$ cat config.mk
export PLATFORM = sky130hd
export DESIGN_NAME = nobl_rw_scheduler
export DESIGN_NICKNAME = d
export VERILOG_FILES = /design/src/rtl/nobl_sched_pkg.sv /design/src/rtl/nobl_delay_line.sv /design/src/rtl/nobl_rw_scheduler.sv
export SDC_FILE = /design/constraint.sdc
export NUM_CORES = 1
export LEC_CHECK = 0
export BUFFER_PORTS_ARGS = -buffer_cell sky130_fd_sc_hd__clkbuf_2
export CORE_MARGIN = 2
export CORE_UTILIZATION = 30
export DETAILED_ROUTE_END_ITERATION = 7
export GPL_ROUTABILITY_DRIVEN = 0
export HOLD_SLACK_MARGIN = 0.08
export PLACE_DENSITY = 0.53
export RECOVER_POWER = 50
export SYNTH_ARGS = -nofsm -noshare
export SYNTH_HDL_FRONTEND = slang
export SYNTH_SLANG_ARGS = --single-unit
$ cat constraint.sdc
create_clock -name clk -period 2.7 [get_ports clk]
set_input_delay 0.54 -clock clk [delete_from_list [all_inputs] [get_ports clk]]
set_output_delay 0.54 -clock clk [all_outputs]
set_load 0.01 [all_outputs]
$ cat src/rtl/nobl_sched_pkg.sv
// Shared types and default constants for the NoBL SRAM read/write scheduler.
package nobl_sched_pkg;

  // Default burst length, bus-turnaround gap and SRAM read latency.
  localparam int unsigned BURST_DEFAULT      = 8;
  localparam int unsigned TURNAROUND_DEFAULT = 1;
  localparam int unsigned READ_LAT_DEFAULT   = 2;

  typedef enum logic [1:0] {
    StIdle,
    StWrite,
    StRead,
    StTurn
  } state_e;

  typedef enum logic {
    DirWrite,
    DirRead
  } dir_e;

  // Burst state that serves a granted direction.
  function automatic state_e dir_state(dir_e dir);
    return (dir == DirWrite) ? StWrite : StRead;
  endfunction

endpackage

$ cat src/rtl/nobl_delay_line.sv
// Fixed-length shift register with synchronous active-high reset.
// DEPTH = 0 degenerates to a wire.
module nobl_delay_line #(
  parameter int unsigned WIDTH = 1,
  parameter int unsigned DEPTH = 2
) (
  input  logic             clk,
  input  logic             rst,
  input  logic [WIDTH-1:0] din,
  output logic [WIDTH-1:0] dout
);

  if (DEPTH == 0) begin : g_wire
    logic unused_clk_rst;
    assign unused_clk_rst = clk ^ rst;
    assign dout = din;
  end else begin : g_shift
    logic [DEPTH-1:0][WIDTH-1:0] stage_q;

    // Shift din one stage per cycle; reset flushes everything in flight.
    always_ff @(posedge clk) begin
      if (rst) begin
        stage_q <= '0;
      end else begin
        stage_q[0] <= din;
        for (int i = 1; i < DEPTH; i++) begin
          stage_q[i] <= stage_q[i-1];
        end
      end
    end

    assign dout = stage_q[DEPTH-1];
  end

endmodule

$ cat src/rtl/nobl_rw_scheduler.sv
// Shares one ZBT/NoBL SRAM port between a write requester and a read requester.
// Owns circular pointers and occupancy, grants bounded bursts with turnaround gaps.
// Optional build macro SCHED_STATS_EN adds turn-count and high-water statistics ports.
module nobl_rw_scheduler
  import nobl_sched_pkg::*;
#(
  parameter int unsigned RAM_DEPTH  = 19,
  parameter int unsigned FIFO_DEPTH = 19,
  parameter int unsigned BURST      = BURST_DEFAULT,
  parameter int unsigned TURNAROUND = TURNAROUND_DEFAULT,
  parameter int unsigned READ_LAT   = READ_LAT_DEFAULT
) (
  input  logic                  clk,
  input  logic                  rst,
  input  logic                  wr_req,
  output logic                  wr_ack,
  input  logic                  rd_req,
  output logic                  rd_ack,
  output logic                  rd_valid,
  output logic [RAM_DEPTH-1:0]  ram_addr,
  output logic                  ram_we,
  output logic                  ram_en,
  output logic                  ram_doe,
  output logic [FIFO_DEPTH-1:0] capacity,
  output logic                  space_avail,
  output logic                  data_avail
`ifdef SCHED_STATS_EN
  ,
  output logic [15:0]           stat_turns,
  output logic [FIFO_DEPTH-1:0] stat_maxocc
`endif
);

  localparam logic [FIFO_DEPTH-1:0] OccMax    = '1;
  localparam logic [FIFO_DEPTH-1:0] PtrOne    = FIFO_DEPTH'(1);
  localparam logic [7:0]            BurstLast = 8'(BURST - 1);
  localparam logic [1:0]            TurnLast  = 2'(TURNAROUND - 1);

  state_e                state_q, state_d;
  dir_e                  last_dir_q, last_dir_d;
  dir_e                  target_q, target_d;
  dir_e                  grant_dir;
  logic [1:0]            turn_cnt_q, turn_cnt_d;
  logic [7:0]            burst_cnt_q, burst_cnt_d;
  logic [FIFO_DEPTH-1:0] wr_ptr_q, wr_ptr_d;
  logic [FIFO_DEPTH-1:0] rd_ptr_q, rd_ptr_d;
  logic [FIFO_DEPTH-1:0] occ_q, occ_d;
  logic [FIFO_DEPTH-1:0] capacity_q;
  logic                  space_q, data_q;
  logic                  wr_ok, rd_ok;
  logic                  turn_entry;

  // Flags are registered, so an access this cycle can never overrun full/empty.
  assign wr_ok = wr_req & space_q;
  assign rd_ok = rd_req & data_q;

  // Arbitration, burst sequencing, strobes and pointer/occupancy next-state.
  always_comb begin
    state_d     = state_q;
    last_dir_d  = last_dir_q;
    target_d    = target_q;
    grant_dir   = DirWrite;
    turn_cnt_d  = turn_cnt_q;
    burst_cnt_d = burst_cnt_q;
    wr_ptr_d    = wr_ptr_q;
    rd_ptr_d    = rd_ptr_q;
    occ_d       = occ_q;
    turn_entry  = 1'b0;
    wr_ack      = 1'b0;
    rd_ack      = 1'b0;
    ram_en      = 1'b0;
    ram_we      = 1'b0;
    ram_addr    = '0;

    unique case (state_q)
      StIdle: begin
        burst_cnt_d = '0;
        turn_cnt_d  = '0;
        if (wr_ok || rd_ok) begin
          // Both eligible: alternate away from the last served direction.
          if (wr_ok && rd_ok) begin
            grant_dir = (last_dir_q == DirRead) ? DirWrite : DirRead;
          end else begin
            grant_dir = wr_ok ? DirWrite : DirRead;
          end
          target_d = grant_dir;
          if ((grant_dir != last_dir_q) && (TURNAROUND != 0)) begin
            state_d    = StTurn;
            turn_entry = 1'b1;
          end else begin
            state_d = dir_state(grant_dir);
          end
        end
      end

      StTurn: begin
        // Requests are not re-sampled here; the burst state drops out if they vanished.
        if (turn_cnt_q == TurnLast) begin
          state_d    = dir_state(target_q);
          turn_cnt_d = '0;
        end else begin
          turn_cnt_d = turn_cnt_q + 2'd1;
        end
      end

      StWrite: begin
        if (wr_ok) begin
          wr_ack      = 1'b1;
          ram_en      = 1'b1;
          ram_we      = 1'b1;
          ram_addr    = RAM_DEPTH'(wr_ptr_q);
          wr_ptr_d    = wr_ptr_q + PtrOne;
          occ_d       = occ_q + PtrOne;
          burst_cnt_d = burst_cnt_q + 8'd1;
        end
        if (!wr_ok || (burst_cnt_q == BurstLast)) begin
          state_d    = StIdle;
          last_dir_d = DirWrite;
        end
      end

      StRead: begin
        if (rd_ok) begin
          rd_ack      = 1'b1;
          ram_en      = 1'b1;
          ram_addr    = RAM_DEPTH'(rd_ptr_q);
          rd_ptr_d    = rd_ptr_q + PtrOne;
          occ_d       = occ_q - PtrOne;
          burst_cnt_d = burst_cnt_q + 8'd1;
        end
        if (!rd_ok || (burst_cnt_q == BurstLast)) begin
          state_d    = StIdle;
          last_dir_d = DirRead;
        end
      end

      default: state_d = StIdle;
    endcase
  end

  // State, pointers, occupancy and flags registered from next-state occupancy.
  always_ff @(posedge clk) begin
    if (rst) begin
      state_q     <= StIdle;
      last_dir_q  <= DirRead;
      target_q    <= DirWrite;
      turn_cnt_q  <= '0;
      burst_cnt_q <= '0;
      wr_ptr_q    <= '0;
      rd_ptr_q    <= '0;
      occ_q       <= '0;
      capacity_q  <= OccMax;
      space_q     <= 1'b1;
      data_q      <= 1'b0;
    end else begin
      state_q     <= state_d;
      last_dir_q  <= last_dir_d;
      target_q    <= target_d;
      turn_cnt_q  <= turn_cnt_d;
      burst_cnt_q <= burst_cnt_d;
      wr_ptr_q    <= wr_ptr_d;
      rd_ptr_q    <= rd_ptr_d;
      occ_q       <= occ_d;
      capacity_q  <= OccMax - occ_d;
      space_q     <= (occ_d != OccMax);
      data_q      <= (occ_d != '0);
    end
  end

  assign capacity    = capacity_q;
  assign space_avail = space_q;
  assign data_avail  = data_q;

  // Read data appears on the SRAM bus READ_LAT cycles after the read is issued.
  nobl_delay_line #(
    .WIDTH(1),
    .DEPTH(READ_LAT)
  ) u_rd_valid_dly (
    .clk (clk),
    .rst (rst),
    .din (rd_ack),
    .dout(rd_valid)
  );

  // ZBT write data is driven two cycles after the write command.
  nobl_delay_line #(
    .WIDTH(1),
    .DEPTH(2)
  ) u_doe_dly (
    .clk (clk),
    .rst (rst),
    .din (ram_we),
    .dout(ram_doe)
  );

`ifdef SCHED_STATS_EN
  logic [15:0]           stat_turns_q;
  logic [FIFO_DEPTH-1:0] stat_maxocc_q;

  // Saturating TURN-entry count and occupancy high-water mark.
  always_ff @(posedge clk) begin
    if (rst) begin
      stat_turns_q  <= '0;
      stat_maxocc_q <= '0;
    end else begin
      if (turn_entry && (stat_turns_q != 16'hFFFF)) begin
        stat_turns_q <= stat_turns_q + 16'd1;
      end
      if (occ_d > stat_maxocc_q) begin
        stat_maxocc_q <= occ_d;
      end
    end
  end

  assign stat_turns  = stat_turns_q;
  assign stat_maxocc = stat_maxocc_q;
`else
  logic unused_turn_entry;
  assign unused_turn_entry = turn_entry;
`endif

endmodule

==> impl_metrics.env <==
export IMPL_outcome="finished, final reports clean"
export IMPL_portBuffers=49
export IMPL_period_needed_ns=2.65
export IMPL_setup_tns_ns=0
export IMPL_yosys_warnings=0
export IMPL_layout_worst_path_cycle_share_pct=98.3
export IMPL_synth_top_family_by_area="simple AND/OR/NAND/NOR gates"
export IMPL_power_w=0.00467
export IMPL_grt_remaining_overflow=0
export IMPL_viasPerCell=5.18
export IMPL_grt_first_pass_wirelength_mm=23.0
export IMPL_slew_violations=0
export IMPL_max_cap_violations=0
export IMPL_max_freq_ghz=0.377
export IMPL_wirelength_mm=14.1
export IMPL_cp_max_fo=8
export IMPL_synth_most_common_cell="dfxtp_1"
export IMPL_synth_avg_cell_area_um2=8.17
export IMPL_htreeDepth=3
export IMPL_yosysTopAreaCell="dfxtp_1"
export IMPL_die_w_um=133
export IMPL_endpoint_kind="flip-flop"
export IMPL_synth_area_leaders="dfxtp_1, nor2_1, xor2_1"
export IMPL_syn_inst=611
export IMPL_seqCellArea_mm2=0.00192
export IMPL_async_flop_share_pct=0
export IMPL_cts_buffers=9
export IMPL_wl_per_cell_um=15.3
export IMPL_die_area_mm2=0.0177
export IMPL_synth_edf_count=0
export IMPL_synth_seq_area_share_pct=38.5
export IMPL_num_fill_cells=1683
export IMPL_synth_top_area_share_pct=38.5
export IMPL_max_slew_margin_rel_pct=37.8
export IMPL_fin_nets=712
export IMPL_worstPathRequired_ns=2.94
export IMPL_finalClockSkew_ns=0.00395
export IMPL_worstPathCellList="or3_4 -> or4_4 -> o21a_1 -> o31ai_4 -> and2_1 -> o2111ai_1 -> o41a_1"
export IMPL_die_height_um=133
export IMPL_synth_xor_area_share_pct=6.84
export IMPL_first_pass_iters=5
export IMPL_cpMaxStageDelayCell="or4_4"
export IMPL_ys_ff_latch=96
export IMPL_tightestPinTransition_ns=0.933
export IMPL_synthSimpleGateAreaFrac_pct=27.2
export IMPL_cts_root_buf="clkbuf_16"
export IMPL_syn_to_final_growth_pct=23.9
export IMPL_yosysUniqueCellTypes=67
export IMPL_ys_flop_type="dfxtp_1"
export IMPL_finalHoldViolations=0
export IMPL_crit_type="flip-flop to flip-flop"
export IMPL_syn_nets=626
export IMPL_p_per_area_mw_per_mm2=755
export IMPL_critPathArrivalTime_ns=2.89
export IMPL_synthMuxAreaShare_pct=1.48
export IMPL_multiInputGateArea_mm2=0.00285
export IMPL_core_mm2=0.0164
export IMPL_cellLeakagePower_nw=2.42
export IMPL_grt_pass1_vias=4571
export IMPL_synthTopCellsByCount="dfxtp_1, nor2_1, nand2_1"
export IMPL_synth_compound_area_share_pct=16.7
export IMPL_dp_hpwl_mm=10.1
export IMPL_cts_clk_slew_worst_paths_ns=0.07
export IMPL_tritoncts="yes"
export IMPL_ant_nets=0
export IMPL_cpPeakStageDelay_ns=0.55
export IMPL_route_detailed_drc=0
export IMPL_start_util_pct=30.4
export IMPL_worstHoldPathType="flip-flop to flip-flop"
export IMPL_clockBufferDepth=2
export IMPL_grt_max_degree=47
export IMPL_clk_latency_ns=0.35
export IMPL_rsz0062_at_grt="yes"
export IMPL_vias=4768
export IMPL_worstSetupStartpointType="flip-flop"
export IMPL_clock_sinks=96
export IMPL_syn_area_mm2=0.00499
export IMPL_antenna_found_initial=0
export IMPL_grtUsageTotal_pct=16.1
export IMPL_antenna_cells=0
export IMPL_ios=50
export IMPL_drt_iter0_drc=505
export IMPL_peakVddDrop_v=0.000389
export IMPL_fp_row_count=47
export IMPL_synth_adder_area_share_pct=2.76
export IMPL_setup_violations=0
export IMPL_drive_above_1_share_pct=21.0
registers in the layout, indices dropped and copies added (netlist names), 2 cells and up:
name         flops
wr_ptr_q        19
turn_cnt_q       2
rd_ptr_q        19
burst_cnt_q      8
occ_q           19
state_q          2
capacity        19
timing repair:
action,4_1_cts,5_1_grt
pin swaps,0,3
resized for setup,5,20
endpoints found under the setup margin,19,17
hold buffers,0,0
buffers inserted,0,5
metrics by stage:
stage | instance area (um2) | std cells | setup slack [ns] | utilization, % | hold WS [ns]
2_1_floorplan | 4990 | 611 | 0.00812 | - | 0.414
3_3_place_gp | 5790 | 901 | 0.00597 | 35.3 | 0.477
3_5_place_dp | 5790 | 901 | -0.0512 | 35.3 | 0.470
4_1_cts | 6100 | 916 | 0.0141 | 37.2 | 0.479
5_1_grt | 6180 | 921 | -0.0721 | 37.7 | 0.492
6_report | 6180 | 921 | 0.0468 | 37.7 | 0.482
metal layers:
| layer | global-route usage (%) | up-vias | wire length (um) | part of all wire [%] |
|---|---|---|---|---|
| li1 | - | 2333 | - | - |
| met1 | 20.7 | 2251 | 6380 | 45 |
| met4 | 8.84 | 0 | 471 | 3.3 |
| met3 | 2.41 | 34 | 678 | 4.8 |
| met2 | 25.9 | 150 | 6560 | 47 |
| met5 | 0 | - | 0 | 0 |
cells in the final DEF (no fill, tap or decap), types with 8 or more instances in the layout:
master and n:
clkbuf_1 24, a22oi_1 25, dfxtp_1 94, inv_1 38
and3_1 11, nor2_1 91, buf_4 57, or2_2 15
nor3_1 14, nand4_1 16, xnor2_1 12, nand2_1 40
o21ai_0 14, clkbuf_16 9, ha_1 8, a21oi_1 14
xor2_1 27, nand3_1 28, clkbuf_2 28
worst paths after layout:
| path | from | to | slack, ns | cells past startpoint |
|---|---|---|---|---|
| worst max register to register | occ_q[5] | data_avail | 0.05 | 7 |
| worst min-delay path | u_doe_dly.g_shift.stage_q[0] | u_doe_dly.dout | 0.48 | 1 |
| worst max-delay path | occ_q[5] | data_avail | 0.05 | 7 |
| worst min register to register | u_doe_dly.g_shift.stage_q[0] | u_doe_dly.dout | 0.48 | 1 |
layout make-up:
type,instances,area share (%)
multi-input cells,440,46.1
flip-flops and latches,96,31.1
repair buffers,111,11.3
well taps,220,4.45
clock buffers,10,3.70
inverters,39,2.37
clock inverters,5,0.951
worst max-delay path, delay by kind of cell (launching register included):
family | cells | cell delay [ns]
AOI/OAI and AO/OA | 4 | 1.03
and+or+nand+nor | 3 | 1.14
DFF | 1 | 0.35
cell families after synthesis:
| family | Yosys count |
|---|---|
| muxes | 7 |
| AOI/OAI and AO/OA | 114 |
| DFF | 96 |
| buffers and inverters | 75 |
| xor gates and xnor gates | 39 |
| adders and majority gates | 11 |
| and+or+nand+nor | 269 |
power by group:
group          internal (W)  switching, W
combinational      0.000694       0.00116
sequential          0.00148     0.0000696
clock              0.000713      0.000550
Power figures use the tool's default switching activity.
